### config.mk
export PLATFORM = sky130hd
export DESIGN_NAME = baud_cfg_ctrl
export DESIGN_NICKNAME = d
export VERILOG_FILES = /design/src/rtl/baud_cfg_ctrl.sv
export SDC_FILE = /design/constraint.sdc
export NUM_CORES = 1
export LEC_CHECK = 0
export BUFFER_PORTS_ARGS = -buffer_cell sky130_fd_sc_hd__clkbuf_2
export CORE_ASPECT_RATIO = 0.8
export CORE_MARGIN = 2
export CORE_UTILIZATION = 35
export CTS_CLUSTER_SIZE = 10
export DETAILED_ROUTE_END_ITERATION = 16
export GPL_TIMING_DRIVEN = 1
export PLACE_DENSITY = 0.59
export SLEW_MARGIN = 20
export SYNTH_ARGS = -nofsm -noshare
export SYNTH_HDL_FRONTEND = slang
export SYNTH_SLANG_ARGS = --single-unit
### constraint.sdc
create_clock -name CLK100MHZ -period 2.2 [get_ports CLK100MHZ]
set_input_delay 0.66 -clock CLK100MHZ [delete_from_list [all_inputs] [get_ports CLK100MHZ]]
set_output_delay 0.66 -clock CLK100MHZ [all_outputs]
set_load 0.01 [all_outputs]
### src/rtl/baud_cfg_ctrl.sv
// Baud-rate reconfiguration controller.
// Accepts a baud index, waits for the UART transmitter and receiver to go
// idle (bounded by a timeout), then loads the new divider limit while
// holding the divider in reset for a fixed number of cycles.
//
// Handshake: a request transfers on a rising edge where cfg_valid=1 and
// cfg_ready=1. cfg_sel is captured on that edge only. cfg_ready is 1 only
// while the controller sits in RUN. Outcomes are reported as one-cycle
// pulses: cfg_done when a new configuration takes effect, cfg_err when a
// request is rejected (index 7) or aborted by the drain timeout.
module baud_cfg_ctrl #(
  parameter logic [2:0]  DEFAULT_SEL   = 3'd0,
  parameter int unsigned HOLD_CYCLES   = 4,
  parameter int unsigned DRAIN_TIMEOUT = 100000
) (
  input  logic        CLK100MHZ,
  input  logic        resetn,
  input  logic        cfg_valid,
  input  logic [2:0]  cfg_sel,
  output logic        cfg_ready,
  input  logic        tx_busy,
  input  logic        rx_busy,
  output logic [11:0] count_lim,
  output logic        div_resetn,
  output logic [2:0]  active_sel,
  output logic        cfg_done,
  output logic        cfg_err,
  output logic [1:0]  fsm_state
);

  typedef enum logic [1:0] {
    ST_RUN   = 2'd0,
    ST_DRAIN = 2'd1,
    ST_HOLD  = 2'd2
  } state_t;

  // Terminal counts for the HOLD and DRAIN counters.
  localparam logic [7:0]  HOLD_LAST  = 8'(HOLD_CYCLES - 1);
  localparam logic [19:0] DRAIN_LAST = 20'(DRAIN_TIMEOUT - 1);

  state_t      state;
  logic [7:0]  hold_cnt;
  logic [19:0] drain_cnt;
  logic [2:0]  sel_q;

  // Half-period divider limit for a 16x oversample clock from 100 MHz.
  function automatic logic [11:0] lim_of(input logic [2:0] s);
    case (s)
      3'd0:    return 12'd326;  // 9600
      3'd1:    return 12'd163;  // 19200
      3'd2:    return 12'd81;   // 38400
      3'd3:    return 12'd54;   // 57600
      3'd4:    return 12'd27;   // 115200
      3'd5:    return 12'd14;   // 230400
      3'd6:    return 12'd7;    // 460800
      default: return 12'd0;    // index 7 is rejected before it is ever loaded
    endcase
  endfunction

  // State is visible for checkers and debug.
  assign fsm_state = state;

  // Reconfiguration FSM; every output is a register updated here.
  always_ff @(posedge CLK100MHZ or negedge resetn) begin
    if (!resetn) begin
      state      <= ST_HOLD;
      hold_cnt   <= 8'd0;
      drain_cnt  <= 20'd0;
      sel_q      <= DEFAULT_SEL;
      count_lim  <= lim_of(DEFAULT_SEL);
      active_sel <= DEFAULT_SEL;
      div_resetn <= 1'b0;
      cfg_ready  <= 1'b0;
      cfg_done   <= 1'b0;
      cfg_err    <= 1'b0;
    end else begin
      cfg_done <= 1'b0;
      cfg_err  <= 1'b0;
      case (state)
        ST_RUN: begin
          if (cfg_valid && cfg_ready) begin
            if (cfg_sel == 3'd7) begin
              // Invalid index: reject, keep running with the current setup.
              cfg_err <= 1'b1;
            end else begin
              sel_q     <= cfg_sel;
              drain_cnt <= 20'd0;
              cfg_ready <= 1'b0;
              state     <= ST_DRAIN;
            end
          end
        end
        ST_DRAIN: begin
          // Idle takes priority over a coincident timeout.
          if (!tx_busy && !rx_busy) begin
            count_lim  <= lim_of(sel_q);
            active_sel <= sel_q;
            div_resetn <= 1'b0;
            hold_cnt   <= 8'd0;
            state      <= ST_HOLD;
          end else if (drain_cnt == DRAIN_LAST) begin
            cfg_err   <= 1'b1;
            cfg_ready <= 1'b1;
            state     <= ST_RUN;
          end else begin
            drain_cnt <= drain_cnt + 20'd1;
          end
        end
        ST_HOLD: begin
          if (hold_cnt == HOLD_LAST) begin
            div_resetn <= 1'b1;
            cfg_done   <= 1'b1;
            cfg_ready  <= 1'b1;
            state      <= ST_RUN;
          end else begin
            hold_cnt <= hold_cnt + 8'd1;
          end
        end
        default: begin
          div_resetn <= 1'b0;
          hold_cnt   <= 8'd0;
          cfg_ready  <= 1'b0;
          state      <= ST_HOLD;
        end
      endcase
    end
  end

endmodule

=== Word-level counts from Yosys, hierarchy flattened ===
Index checks and enable logic that the tools add are counted.
W data, S select, Z words.

* Register bits: 52
* Bits in latches: 0
* RAM bits: 0
* Bits in read-only memories: 0
* Input bits: 8
* Output and inout bits: 21
* Word-level logic and storage cells: 78
* Memories: 0

* $add $sub $neg: 2
* Multipliers: 0
* Divide/modulo/power cells: 0
* Order comparisons: 0
* Equality and inequality tests: 20
* Shifts and indexed selects: 0
* Muxes and demuxes: 30
* Bitwise logic cells: 2
* Reduce and logical (&&, ||, !) cells: 14

{| class="wikitable"
|+ Operator list
! cell !! number
|-
| $mux W20 || 4
|-
| $pmux W9 S7 || 1
|-
| $pmux W20 S2 || 1
|-
| $pmux W8 S3 || 1
|-
| $add A20 B1 Y20 const B || 1
|-
| $eq A20 B17 Y1 const B || 1
|-
| $mux W8 || 2
|-
| $ne A2 B2 Y1 const B || 8
|-
| $eq A3 B3 Y1 const B || 4
|-
| $mux W1 || 12
|-
| $mux W2 || 5
|-
| $reduce_and A5 Y1 || 2
|-
| $reduce_and A3 Y1 || 3
|-
| $add A8 B1 Y8 const B || 1
|-
| $eq A8 B2 Y1 const B || 1
|-
| $eq A3 B2 Y1 const B || 2
|-
| $pmux W1 S3 || 2
|-
| $pmux W2 S3 || 1
|-
| $reduce_and A4 Y1 || 1
|-
| $eq A3 B1 Y1 const B || 1
|-
| $logic_not A3 Y1 || 1
|-
| $ne A3 B3 Y1 const B || 1
|-
| $eq A2 B1 Y1 const B || 1
|-
| $eq A2 B2 Y1 const B || 1
|-
| other kinds (7) || 10
|}

=== Logic depth before layout (Yosys ltp) ===
* Word-level depth: 4
* Mapped depth: 9
* Gate-level depth less buffers: 7

=== Least setup slack after synthesis ===
OpenSTA, ideal clock, no wires.

* Path kind: register -> register
* Start point: register state[1] (netlist: fsm_state[1])
* End point: register drain_cnt[17]
* Setup time: 126 ps
* Arrival: 2,046 ps
* Data required time: 2,074 ps
* Path slack: 28 ps
* Cell stages (with the launch flop): 9
* Path buffers: 2
* Period minus slack after synthesis: 2,172 ps
* Path through: dfstp_2 -> inv_1 -> ha_1 -> clkbuf_1 -> nand2_1 -> nand2b_1 -> a211o_4 -> buf_6 -> a221o_1

* Longest elaborated chain between the ends: 3
* Elaborated cells on any way between the ends: 9
* Those cells by class: eq/ne (5); mux (1); reduce/logical (3)

{| class="wikitable"
|+ RTL lines
! item !! line !! RTL
|-
| from (decl) || 41 || <nowiki>state_t state;</nowiki>
|-
| from (signal assigned) || 66 || <nowiki>state <= ST_HOLD;</nowiki>
|-
| from (signal assigned) || 89 || <nowiki>state <= ST_DRAIN;</nowiki>
|-
| from (signal assigned) || 100 || <nowiki>state <= ST_HOLD;</nowiki>
|-
| $eq A2 B1 Y1 / $logic_not A2 Y1 (equally long branches) || 79 || <nowiki>case (state)</nowiki>
|-
| $ne A2 B2 Y1 (no source line) / $reduce_bool A2 Y1 (equally long branches) || - ||
|-
| $reduce_and A5 Y1 (no source line) || - ||
|-
| to (signal assigned) || 106 || <nowiki>drain_cnt <= drain_cnt + 20'd1;</nowiki>
|-
| to (decl) || 43 || <nowiki>logic [19:0] drain_cnt;</nowiki>
|}

Parallel ways exist; a longest one is shown, timed or not.
A chain may end at the register's enable or synchronous reset.

=== Final worst setup path ===
* Start point: register state[1] (netlist: fsm_state[1])
* End point: register drain_cnt[12]

The elaborated chain is that of the path after synthesis.

==> metrics <==
status finished clean; final WL roughly 5.7 mm; GPL Wtd Cong roughly 0.82; drt first-iter violations approximately 100; core footprint 7360 µm²; Via density roughly 5.4; Row Count 28; initial core utilization between 30 and 40%; Final Slew Violations 0; unrepaired setup endpoints after global routing false; Synth Instances around 280; Synth top area share a little over two fifths; CTS Sinks 49; post-synth top area cell dfrtp_1; fin crit share about 93%; flop2flop setup slack ~0.16 ns; Area growth, synth to finish 14.5%; Setup Crit Path Kind flip-flop to flip-flop; WL/cell around 14 µm; first-pass GRT wire length slightly above 9 mm; worst r2r src fsm_state[1]; Post-synth EDFFs 0; area of the multi-input gates 1320 µm²; First-pass DRT Iterations 5; fin crit period about 2 ns; FFs w/ async S/R, synth between 90% and 100%; Yosys cell types 49; die width between 100 and 150 µm; Final WS setup ~0.16 ns; peak supply drop around 0.55 mV; R2R depth 7; die area 8260 µm²; Clock Path Buffers 2; register area share after synthesis 46.7%; Worst Path Max Fanout 15; pin count of the biggest net entering global routing 50; Power Dens Cells 1080 nW/µm²; CTS Buf Count 5; FF-to-FF End drain_cnt[12]; DP Wirelength 4.04 mm; # Max-Cap Violations 0; Die Height 81.7 µm; Layout fillers approximately 720; input/output buffers 25; top cells by area, synth dfrtp_1, nand2_1, dfstp_2, nor2_1, and3_1; CP endpoint kind flip-flop; CTS clk-pin slew, worst paths about 0.1 ns; f_max between 400 and 500 MHz; initial antenna violation count 0; Synth warnings 0; syn avg cell area ~9.5 µm²; setup TNS 0 ns; Clock Skews between 0.01 and 0.015 ns; vias 2158; Synth Cell Area ~2600 µm²; vias in the first global route ~1900; Final setup viols 0; grt ovf 0; register area between 1000 and 1500 µm²; post-route ant nets 0; GRT Overall Usage 14.4%; Root Buffer clkbuf_8; Residual DRC 0; Seq cells post-synth 49; startpoint types flip-flop; Place WS 0.0647 ns; WP data required 2.40 ns; hold crit path type input pin to async pin; Ports 29; n_diodes 0; Arr. time, crit path between 2 and 2.5 ns; H-tree lvl count 2; Main synth FF type dfrtp_1; clock latency on the worst-skew pair ~0.32 ns; layout cell share with drive strength beyond 1 between 20% and 30%; Final #Nets about 320; CTS tree done; LEAKAGE 0.00144 µW; Final Hold Vio Count 0
repair_timing:
action                     4_1_cts  5_1_grt
setup endpoints to repair        0        5
resized for setup                0        2
buffers inserted                 0        0
hold buffers                     0        0
where the power goes:
group	internal, µW	switching, µW	leakage (µW)
clock network	230	339	0.0000447
logic	605	767	0.000748
registers	1120	197	0.000643
total	1950	1300	0.00144
registers in the layout, indices dropped and copies added, names as in the netlist:
name and cells:
drain_cnt 20, cfg_done 1, cfg_err 1, fsm_state 2, active_sel 3, cfg_ready 1
count_lim 9, sel_q 3, hold_cnt 8, div_resetn 1
worst max path at each step:
| stage | startpoint | endpoint | cells past startpoint |
|---|---|---|---|
| after global placement | cfg_sel[1] | drain_cnt[17] | 6 |
| final | fsm_state[1] | drain_cnt[12] | 7 |
| after floorplan | fsm_state[1] | drain_cnt[17] | 8 |
| after detailed placement | cfg_sel[1] | drain_cnt[5] | 6 |
| after global routing | hold_cnt[0] | cfg_ready | 6 |
| after CTS | fsm_state[1] | drain_cnt[5] | 7 |
synthesized netlist by cell type (all sizes together) (2+ instances only):
cell,number
dfrtp,44
nand2,39
nor2,26
and3,15
o21ai,12
nand3,11
a21oi,10
a221o,8
clkbuf,8
a22o,7
a31oi,7
buf,7
ha,7
nor3,7
inv,6
dfstp,5
nand4,5
xor2,5
and2,4
mux2,4
xnor2,4
a211o,3
a211oi,3
nand2b,3
nor4,3
nor4b,3
o22a,3
o31ai,3
a21o,2
or2,2
layer usage:
metal / track usage (%) / up-vias / wire, µm
li1: - / 1052 / -
met1: 22.6 / 1059 / 3050
met2: 19.5 / 39 / 2440
met3: 2.55 / 8 / 159
met4: 4.86 / 0 / 70
met5: 0 / - / 0
logic make-up after synthesis:
group | synth area share [%]
multiplexers | 2.09
AND/OR/NAND/NOR | 23.6
adder cells (fa/ha/maj) | 3.32
XOR/XNOR | 2.99
flip-flops | 46.7
other | 0.142
buffers and inverters | 4.03
AO/OA/AOI/OAI | 17.1
critical path: stages (launching register included):
cell and delay, ns:
dfstp_2 0.57, inv_1 0.08, ha_1 0.20, inv_1 0.08, a31oi_1 0.08, nand2b_4 0.20
a211o_4 0.36, a221o_1 0.36
area by class of cell:
type,count,area share (%)
Clock buffer,5,2.28
Clock inverter,3,0.828
Inverter,6,0.745
Multi-Input combinational cell,209,43.7
Sequential cell,49,40.8
Tap cell,90,3.73
Timing Repair Buffer,37,7.95
placed cells by master (no fill, tap or decap), types with 6 or more instances in the layout:
master and instances:
a21oi_1 10, a221o_1 8, a22o_1 7, a31oi_1 7, and3_1 15, buf_4 10, clkbuf_2 25, dfrtp_1 44
ha_1 7, inv_1 6, nand2_1 39, nand3_1 11, nor2_1 26, nor3_1 7, o21ai_0 12
per-stage QoR:
stage / hold WS [ns] / cell area, µm² / util [%] / instances / total power [µW]
floorplan: 0.364 / 2650 / - / 279 / 2200
global placement: 0.459 / 2920 / 39.6 / 391 / 2650
detailed placement: 0.464 / 2920 / 39.6 / 391 / 2680
CTS: 0.332 / 3010 / 40.9 / 399 / 3250
global route: 0.324 / 3020 / 41.1 / 399 / 3510
finish: 0.312 / 3020 / 41.1 / 399 / 3260
Note: power is estimated with default switching activity, not from simulation.
